**src/rtl/scaler2_pkg.sv**
```systemverilog
// Shared constants for the scaler2 datapath: tap count and coefficient fixed-point scaling.
package scaler2_pkg;

  localparam int TAPS = 4;
  localparam int COE_WIDTH_DFLT = 10;

  function automatic int coe_one(input int coe_w);
    return 1 << (coe_w - 2);
  endfunction

  function automatic int round_half(input int coe_w);
    return 1 << (coe_w - 3);
  endfunction

  localparam int COE_ONE = coe_one(COE_WIDTH_DFLT);
  localparam int ROUND_HALF = round_half(COE_WIDTH_DFLT);

endpackage

```
**src/rtl/scaler2_fifo_fwft.sv**
```systemverilog
// First-word-fall-through FIFO; the head entry is presented whenever the FIFO is non-empty.
module scaler2_fifo_fwft #(
  parameter int DEPTH = 8,
  parameter int WIDTH = 10
) (
  input  logic             clk,
  input  logic             rst,
  input  logic             push,
  input  logic [WIDTH-1:0] din,
  input  logic             pop,
  output logic [WIDTH-1:0] dout,
  output logic             valid
);

  localparam int AW = $clog2(DEPTH);

  logic [WIDTH-1:0] mem [DEPTH];
  logic [AW:0]      wr_ptr;
  logic [AW:0]      rd_ptr;
  logic             empty;
  logic             full;
  logic             do_push;
  logic             do_pop;

  assign empty   = (wr_ptr == rd_ptr);
  assign full    = (wr_ptr[AW] != rd_ptr[AW]) && (wr_ptr[AW-1:0] == rd_ptr[AW-1:0]);
  assign do_pop  = pop && !empty;
  assign do_push = push && (!full || do_pop);

  always_ff @(posedge clk) begin
    if (rst) begin
      wr_ptr <= '0;
      rd_ptr <= '0;
    end else begin
      if (do_push) wr_ptr <= wr_ptr + 1'b1;
      if (do_pop)  rd_ptr <= rd_ptr + 1'b1;
    end
  end

  always_ff @(posedge clk) begin
    if (do_push) mem[wr_ptr[AW-1:0]] <= din;
  end

  // Output is forced to zero while empty so a drained or reset FIFO shows a clean bus.
  assign valid = !empty;
  assign dout  = empty ? '0 : mem[rd_ptr[AW-1:0]];

endmodule

```
**src/rtl/cubic_interp4.sv**
```systemverilog
// 4-tap cubic interpolator: non-stalling MAC pipeline with credit-based input flow control
// and an output FWFT FIFO that absorbs downstream backpressure.
module cubic_interp4
  import scaler2_pkg::*;
#(
  parameter int PIX_WIDTH  = 8,
  parameter int COE_WIDTH  = 10,
  parameter int USER_WIDTH = 2,
  parameter int FIFO_DEPTH = 8
) (
  input  logic                  clk,
  input  logic                  rst,
  input  logic                  s_valid,
  output logic                  s_ready,
  input  logic [PIX_WIDTH-1:0]  s_pix0,
  input  logic [PIX_WIDTH-1:0]  s_pix1,
  input  logic [PIX_WIDTH-1:0]  s_pix2,
  input  logic [PIX_WIDTH-1:0]  s_pix3,
  input  logic [COE_WIDTH-1:0]  s_dx,
  input  logic [USER_WIDTH-1:0] s_user,
  output logic [COE_WIDTH-1:0]  coe_dx,
  input  logic [COE_WIDTH-1:0]  coe_f0,
  input  logic [COE_WIDTH-1:0]  coe_f1,
  input  logic [COE_WIDTH-1:0]  coe_f2,
  input  logic [COE_WIDTH-1:0]  coe_f3,
  output logic                  m_valid,
  input  logic                  m_ready,
  output logic [PIX_WIDTH-1:0]  m_pix,
  output logic [USER_WIDTH-1:0] m_user
);

  localparam int PROD_W = PIX_WIDTH + COE_WIDTH + 1;
  localparam int ACC_W  = PROD_W + 2;
  localparam int SHIFT  = $clog2(coe_one(COE_WIDTH));
  localparam int CRED_W = $clog2(FIFO_DEPTH + 1);
  localparam logic signed [ACC_W-1:0] RND     = ACC_W'(round_half(COE_WIDTH));
  localparam logic signed [ACC_W-1:0] PIX_MAX = ACC_W'((1 << PIX_WIDTH) - 1);

  function automatic logic [PIX_WIDTH-1:0] round_sat(input logic signed [ACC_W-1:0] acc);
    logic signed [ACC_W-1:0] r;
    r = (acc + RND) >>> SHIFT;
    if (r[ACC_W-1])    return '0;
    if (r > PIX_MAX)   return '1;
    return r[PIX_WIDTH-1:0];
  endfunction

  logic                         accept;
  logic                         pop;
  logic [CRED_W-1:0]            credit;
  logic                         vld_p0, vld_p1, vld_p2, vld_p3, vld_p4;
  logic [PIX_WIDTH-1:0]         pix_p0 [TAPS];
  logic [PIX_WIDTH-1:0]         pix_p1 [TAPS];
  logic signed [PROD_W-1:0]     prod_p2 [TAPS];
  logic signed [ACC_W-1:0]      sum_p3;
  logic [PIX_WIDTH-1:0]         pix_p4;
  logic [USER_WIDTH-1:0]        user_p0, user_p1, user_p2, user_p3, user_p4;
  logic signed [COE_WIDTH-1:0]  coe_f [TAPS];
  logic [PIX_WIDTH+USER_WIDTH-1:0] fifo_dout;

  assign coe_f[0] = coe_f0;
  assign coe_f[1] = coe_f1;
  assign coe_f[2] = coe_f2;
  assign coe_f[3] = coe_f3;

  // Credit covers every accepted beat not yet popped, so the FIFO can never overflow.
  assign s_ready = !rst && (credit < CRED_W'(FIFO_DEPTH));
  assign accept  = s_valid && s_ready;
  assign pop     = m_valid && m_ready;

  always_ff @(posedge clk) begin
    if (rst) begin
      vld_p0 <= 1'b0;
      vld_p1 <= 1'b0;
      vld_p2 <= 1'b0;
      vld_p3 <= 1'b0;
      vld_p4 <= 1'b0;
      credit <= '0;
      coe_dx <= '0;
    end else begin
      vld_p0 <= accept;
      vld_p1 <= vld_p0;
      vld_p2 <= vld_p1;
      vld_p3 <= vld_p2;
      vld_p4 <= vld_p3;
      if (accept) coe_dx <= s_dx;
      if (accept && !pop)      credit <= credit + 1'b1;
      else if (!accept && pop) credit <= credit - 1'b1;
    end
  end

  always_ff @(posedge clk) begin
    // S0: capture taps; coe_dx goes to the table in parallel
    pix_p0[0] <= s_pix0;
    pix_p0[1] <= s_pix1;
    pix_p0[2] <= s_pix2;
    pix_p0[3] <= s_pix3;
    user_p0   <= s_user;
    // S1: align taps with the table's registered coefficient output
    pix_p1  <= pix_p0;
    user_p1 <= user_p0;
    // S2: products
    for (int i = 0; i < TAPS; i++) begin
      prod_p2[i] <= PROD_W'($signed({1'b0, pix_p1[i]})) * PROD_W'(coe_f[i]);
    end
    user_p2 <= user_p1;
    // S3: sum with guard bits
    sum_p3  <= ACC_W'(prod_p2[0]) + ACC_W'(prod_p2[1]) + ACC_W'(prod_p2[2]) + ACC_W'(prod_p2[3]);
    user_p3 <= user_p2;
    // S4: round and clamp to pixel range
    pix_p4  <= round_sat(sum_p3);
    user_p4 <= user_p3;
  end

  scaler2_fifo_fwft #(
    .DEPTH (FIFO_DEPTH),
    .WIDTH (PIX_WIDTH + USER_WIDTH)
  ) u_fifo (
    .clk   (clk),
    .rst   (rst),
    .push  (vld_p4),
    .din   ({pix_p4, user_p4}),
    .pop   (pop),
    .dout  (fifo_dout),
    .valid (m_valid)
  );

  assign {m_pix, m_user} = fifo_dout;

endmodule

```
**config.mk**
```make
export PLATFORM = sky130hd
export DESIGN_NAME = cubic_interp4
export DESIGN_NICKNAME = d
export VERILOG_FILES = /design/src/rtl/scaler2_pkg.sv /design/src/rtl/scaler2_fifo_fwft.sv /design/src/rtl/cubic_interp4.sv
export SDC_FILE = /design/constraint.sdc
export NUM_CORES = 1
export LEC_CHECK = 0
export ABC_AREA = 1
export ABC_CLOCK_PERIOD_IN_PS = 5900
export CORE_MARGIN = 2
export CORE_UTILIZATION = 40
export DETAILED_ROUTE_END_ITERATION = 16
export PLACE_DENSITY_LB_ADDON = 0.25
export SLEW_MARGIN = 20
export SYNTH_ARGS = -nofsm -noshare
export SYNTH_HDL_FRONTEND = slang
export SYNTH_HIERARCHICAL = 1
export SYNTH_SLANG_ARGS = --single-unit
```
**constraint.sdc**
```tcl
create_clock -name clk -period 5.9 [get_ports clk]
set_input_delay 0.885 -clock clk [delete_from_list [all_inputs] [get_ports clk]]
set_output_delay 0.885 -clock clk [all_outputs]
set_load 0.05 [all_outputs]
```
### Yosys cells after proc, flatten, opt, wreduce, memory -nomap -nowiden

Memories as Yosys holds them, arrays and structs flattened. A register that Yosys moved wholly into a read port is not among the register bits.
Cells that the tools add are included.

| storage, ports and cells | value |
|---|---|
| memory bits (writable) | 156 |
| memories | 2 |
| word-level logic and storage cells | 72 |
| input port bits | 88 |
| output and inout bits | 22 |
| flip-flop bits (word level) | 130 |

| operators by class | value |
|---|---|
| mux-type cells | 14 |
| reduce and logical (&&, ||, !) cells | 15 |
| order comparisons | 2 |
| $mul | 4 |
| add/sub/neg operators | 8 |
| eq/ne operators | 3 |

Memories:

| name | depth | width | rd ports | clocked after memory_dff | wr ports | line | RTL |
|---|---|---|---|---|---|---|---|
| u_fifo.mem | 8 | 10 | 1 | 1 | 1 | scaler2_fifo_fwft.sv:17 | `logic [WIDTH-1:0] mem [DEPTH];` |
| prod_p2 | 4 | 19 | 4 | 0 | 4 | cubic_interp4.sv:53 | `logic signed [PROD_W-1:0] prod_p2 [TAPS];` |

Operators with widths:

| operator | count |
|---|---|
| $mul A9 B10 Y19 | 4 |
| $mux W8 | 4 |
| $add A20 B19 Y21 | 1 |
| $add A21 B19 Y21 | 1 |
| $add A21 B9 Y21 const B | 1 |
| $add A19 B19 Y20 | 1 |
| $gt A13 B9 Y1 const B | 1 |
| $add A4 B1 Y4 const B | 3 |
| $mux W10 | 1 |
| $logic_and A1 B1 Y1 | 8 |
| $mux W4 | 2 |
| $mux W3 | 2 |
| $logic_not A1 Y1 | 5 |
| $mux W1 | 5 |
| $eq A4 B4 Y1 | 1 |
| $lt A4 B4 Y1 const B | 1 |
| $sub A4 B1 Y4 const B | 1 |
| $eq A3 B3 Y1 | 1 |
| $reduce_bool A2 Y1 | 1 |
| $logic_or A1 B1 Y1 | 1 |
| $ne A1 B1 Y1 | 1 |

### Logic depth before layout (Yosys ltp)

| depth | value |
|---|---|
| depth after elaboration | 8 |
| depth in mapped cells | 21 |
| mapped depth without buffers | 20 |

### By module

The synthesis kept the hierarchy.

By module, submodules not included:

| module | times used | cells each | area an instance (um^2) |
|---|---|---|---|
| cubic_interp4 | 1 | 2391 | 19434.9 |
| scaler2_fifo_fwft | 1 | 329 | 3752.3 |

### Worst setup path after synthesis

No wires, ideal clock.

| path | value |
|---|---|
| path type | input -> register |
| start point | input coe_f1[9] |
| end point | memory prod_p2[1][18] (netlist name) |
| arrival time | 4.675 ns |
| slack | 1.112 ns |
| buffers on the path | 1 |
| setup time | 0.113 ns |
| stages on the path | 17 |
| cells stage by stage | buf_1 -> nand2_1 -> fa_1 -> inv_1 -> fa_1 -> inv_1 -> fa_1 -> fa_1 -> inv_1 -> ha_1 -> a21o_1 -> nand3_1 -> nand2_1 -> a21oi_1 -> nand2_1 -> nand2_1 -> nand2_1 |

RTL lines:

| element | line | RTL |
|---|---|---|
| start, declared | cubic_interp4.sv:23 | `input logic [COE_WIDTH-1:0] coe_f1,` |
| end, declared | cubic_interp4.sv:53 |  |

==> reports/metrics.csv <==
stage;metric;value;unit
status;outcome;complete, no violations;
yosys;Post-synth EDFFs;80;
timing;post-route setup TNS;0;ns
timing;period utilisation layout;0.8220;
drt;max layer used;met4;
worst_setup_path;Worst Setup Start Kind;input pin;
die;Initial Utilization;0.4034;
worst_setup_path;WS Path Type;in2reg;
yosys;Synth Area per Inst;8.525;sq um
clock_network;post-CTS resize count;0;
yosys;Synth top cells by count;inv_1, nand2_1, fa_1, dfxtp_1, ha_1;
yosys;count of different cell masters after synthesis;40;
cells_and_area;n_diodes;0;
yosys;Seq/Total Area, Yosys;0.2780;
placed_design;placed insts;3511;
global_route;GRT Total Usage;0.1649;
global_route;vias in the first global route;17190;
cells_and_area;Finished Cell Area;25930;sq um
power_and_ir_drop;Leakage;13.72;nW
global_route;pin count of the biggest net entering global routing;42;
timing;final setup fails;0;
timing;Slew HR;0.2800;
clock_network;Post-CTS Setup Bufs;0;
yosys;Synth Area in XOR/XNOR;0.03572;
yosys;mapped cell area;23190;sq um
global_route;grt total ovfl;0;
power_and_ir_drop;sequential share of power;0.199;
yosys;main area contributors after synthesis;fa_1, dfxtp_1, inv_1;
global_route;antenna violations before repair;0;
drt;Detailed Route Iter0 Violations;802;
yosys;post-synthesis compound-gate area fraction;0.05310;
cells_and_area;Final #Nets;3346;
clock_network;clk_lat worst skew;0.57;ns
timing;final hold viol count;0;
die;die height;244.8;um
yosys;share of flip-flops with an asynchronous set or reset;0;
clock_network;Post-CTS Hold Buffers;0;
power_and_ir_drop;pwr dens;567.6;nW/um^2
die;die width;244.8;um
yosys;dominant cell type by area after synthesis;fa_1;
clock_network;Worst-path clk slew;0.06;ns
die;Top Ports;110;
die;DIE AREA;59910;sq um
power_and_ir_drop;Peak VDD IR;642.0;uV
yosys;mux contribution to synthesized area;0;
yosys;Primary FF master, synth;dfxtp_1;
drt;DRT Pass-1 Iters;7;
worst_setup_path;CP max stage cell;fa_1;
timing;max-slew violations;0;
power_and_ir_drop;Logic pwr share;0.676;
cells_and_area;Finished Layout Cells;3567;
worst_setup_path;Critical Path RT;6.38;ns
worst_setup_path;critical path arrival;5.33;ns
power_and_ir_drop;switch share;0.4918;
worst_setup_path;critical path cell sequence;clkdlybuf4s50_1, nand2_1, fa_1, inv_1, fa_1, inv_1, fa_1, fa_1, inv_1, ha_1, nand2_1, nor3b_1, nand2_1, nand4_1, inv_1, nand2_1, nand2_1;
placed_design;post-DP HPWL;38.64;mm
power_and_ir_drop;internal power;0.007480;W
drt;final WL;47.14;mm
clock_network;CTS tree;yes;
worst_setup_path;most frequent CP cell;nand2_1;
yosys;top cell type's share of synthesized area;0.2616;
placed_design;RePlAce Congestion;0.8413;
yosys;syn nets;3287;
timing;Fmax;0.2062;GHz
yosys;register bit total from synthesis;282;
drt;post-DR vias/cell;4.568;
yosys;count leader, synth;inv_1;
cells_and_area;fraction of layout cells with a size suffix above 1;0.02962;
placed_design;Port Buf Inserts;109;
placed_design;Placement Cell Area;24940;sq um
job;maxcap violations;0;
clock_network;H-tree depth;1;
yosys;Post-Synth Simple-Gate Area;0.1447;
timing;final worst path period need;4.850;ns
drt;vias post-DR;16290;
clock_network;TritonCTS buffer count;31;
die;row cnt;88;
drt;# DRC;0;
clock_network;clk sinks;282;
hold_path;hold crit path type;reg2reg;
power_and_ir_drop;Clock power frac;0.125;
cells_and_area;area grow syn2layout;11.83;%
timing;RSZ-0062 raised after global routing;false;
clock_network;clock root buffer;clkbuf_16;
timing;Clock Skews;0.01646;ns
die;core outline area;57480;sq um
yosys;Warnings, synthesis;6;
power_and_ir_drop;Psw;0.007239;W
clock_network;CTS max path bufs;3;
worst_setup_path;max incr delay on CP;0.74;ns
yosys;Post-Synth Adder-Cell Area;0.3566;
drt;wire per inst;13.22;um
timing;Worst Max-Slew Pin Slew;1.076;ns
worst_setup_path;kind of end point of the critical path;register;
yosys;cell count after synthesis;2720;
drt;met3 routed WL;1.464;mm
yosys;largest family of logic cells by synthesized area;adder cells;
drt;routed wl met2;24.05;mm
worst_setup_path;worst-path maximum fanout;8;
global_route;first-pass GRT wire length;81.85;mm
drt;Post-DRT Antenna Nets;0;
drt;Metal-1 WL;20.50;mm
==> per-stage QoR <==
stage / setup slack (ns) / total power [W] / hold WS [ns] / util
final: 1.050 / 0.01472 / 0.3226 / 0.4511
after global routing: 0.7566 / 0.01649 / 0.3271 / 0.4511
after CTS: 1.053 / 0.01481 / 0.3242 / 0.4510
after detailed placement: 0.4431 / 0.01287 / 0.3121 / 0.4340
after global placement: 0.5025 / 0.01276 / 0.3113 / 0.4340
after floorplan: 1.112 / 0.01052 / 0.3096 / -
==> critical path: cells and delay by family <==
| family | cells | cell delay, ns |
|---|---|---|
| and+or+nand+nor | 7 | 0.75 |
| adders and majority gates | 5 | 2.72 |
| buffers and inverters | 5 | 0.96 |
==> sequential cells by signal, indices dropped and copies added (netlist names), 2 cells and up, named ones only <==
register	flops
u_fifo/wr_ptr	4
pix_p1	32
pix_p4	8
coe_dx	10
prod_p2	76
pix_p0	32
credit	4
u_fifo/mem	80
user_p1	2
u_fifo/rd_ptr	4
user_p0	2
user_p3	2
user_p4	2
user_p2	2
sum_p3	14
==> power by group through the flow <==
stage	combinational, W	clock [W]	sequential, W
floorplan	0.00769	0	0.00283
global placement	0.00978	0	0.00298
detailed placement	0.00989	0	0.00299
CTS	0.00996	0.00190	0.00295
global route	0.0115	0.00198	0.00299
finish	0.00995	0.00184	0.00293
==> per-layer routing <==
metal / GRT usage / up-vias
met5: 0 / -
met4: 0.04466 / 0
met3: 0.01717 / 69
met2: 0.3032 / 238
met1: 0.2047 / 7863
li1: - / 8124
==> layout by cell type (no fill, tap or decap), drive strengths merged <==
master,instances
a21o,8
a21oi,99
a31oi,4
and2,3
and3,1
buf,7
bufinv,1
clkbuf,45
clkdlybuf4s50,109
clkinv,8
dfxtp,202
edfxtp,80
fa,303
ha,176
inv,723
nand2,562
nand3,62
nand3b,2
nand4,17
nor2,166
nor3,6
nor3b,3
nor4,1
o21a,3
o21ai,100
o21bai,7
o31ai,10
or2,2
xnor2,40
xor2,52
==> final timing paths <==
kind	from	endpoint	slack, ns	cells after the start
worst max-delay path	coe_f2[9]	prod_p2[2][18]	1.05	17
worst min-delay path	pix_p0[31]	pix_p1[31]	0.32	0
worst max register to register	pix_p1[16]	prod_p2[1][18]	1.32	16
worst min register to register	pix_p0[31]	pix_p1[31]	0.32	0
==> final cells by class <==
cell class | instances | area (sq um)
Multi-Input combinational cell | 1627 | 13700
Clock buffer | 45 | 889.6
Clock inverter | 11 | 91.34
Sequential cell | 282 | 6446
Timing Repair Buffer | 116 | 1144
Tap cell | 765 | 957.2
Inverter | 721 | 2706
Fill cell | 5580 | 31550
==> cell families (layout without fill, tap and decap cells) <==
group | count (synthesis) | in the layout
xor+xnor | 92 | 92
fa+ha+maj | 479 | 479
buf+inv | 811 | 893
flops | 282 | 282
simple gates | 825 | 825
compound gates | 231 | 231
Power figures use the tool's default switching activity.
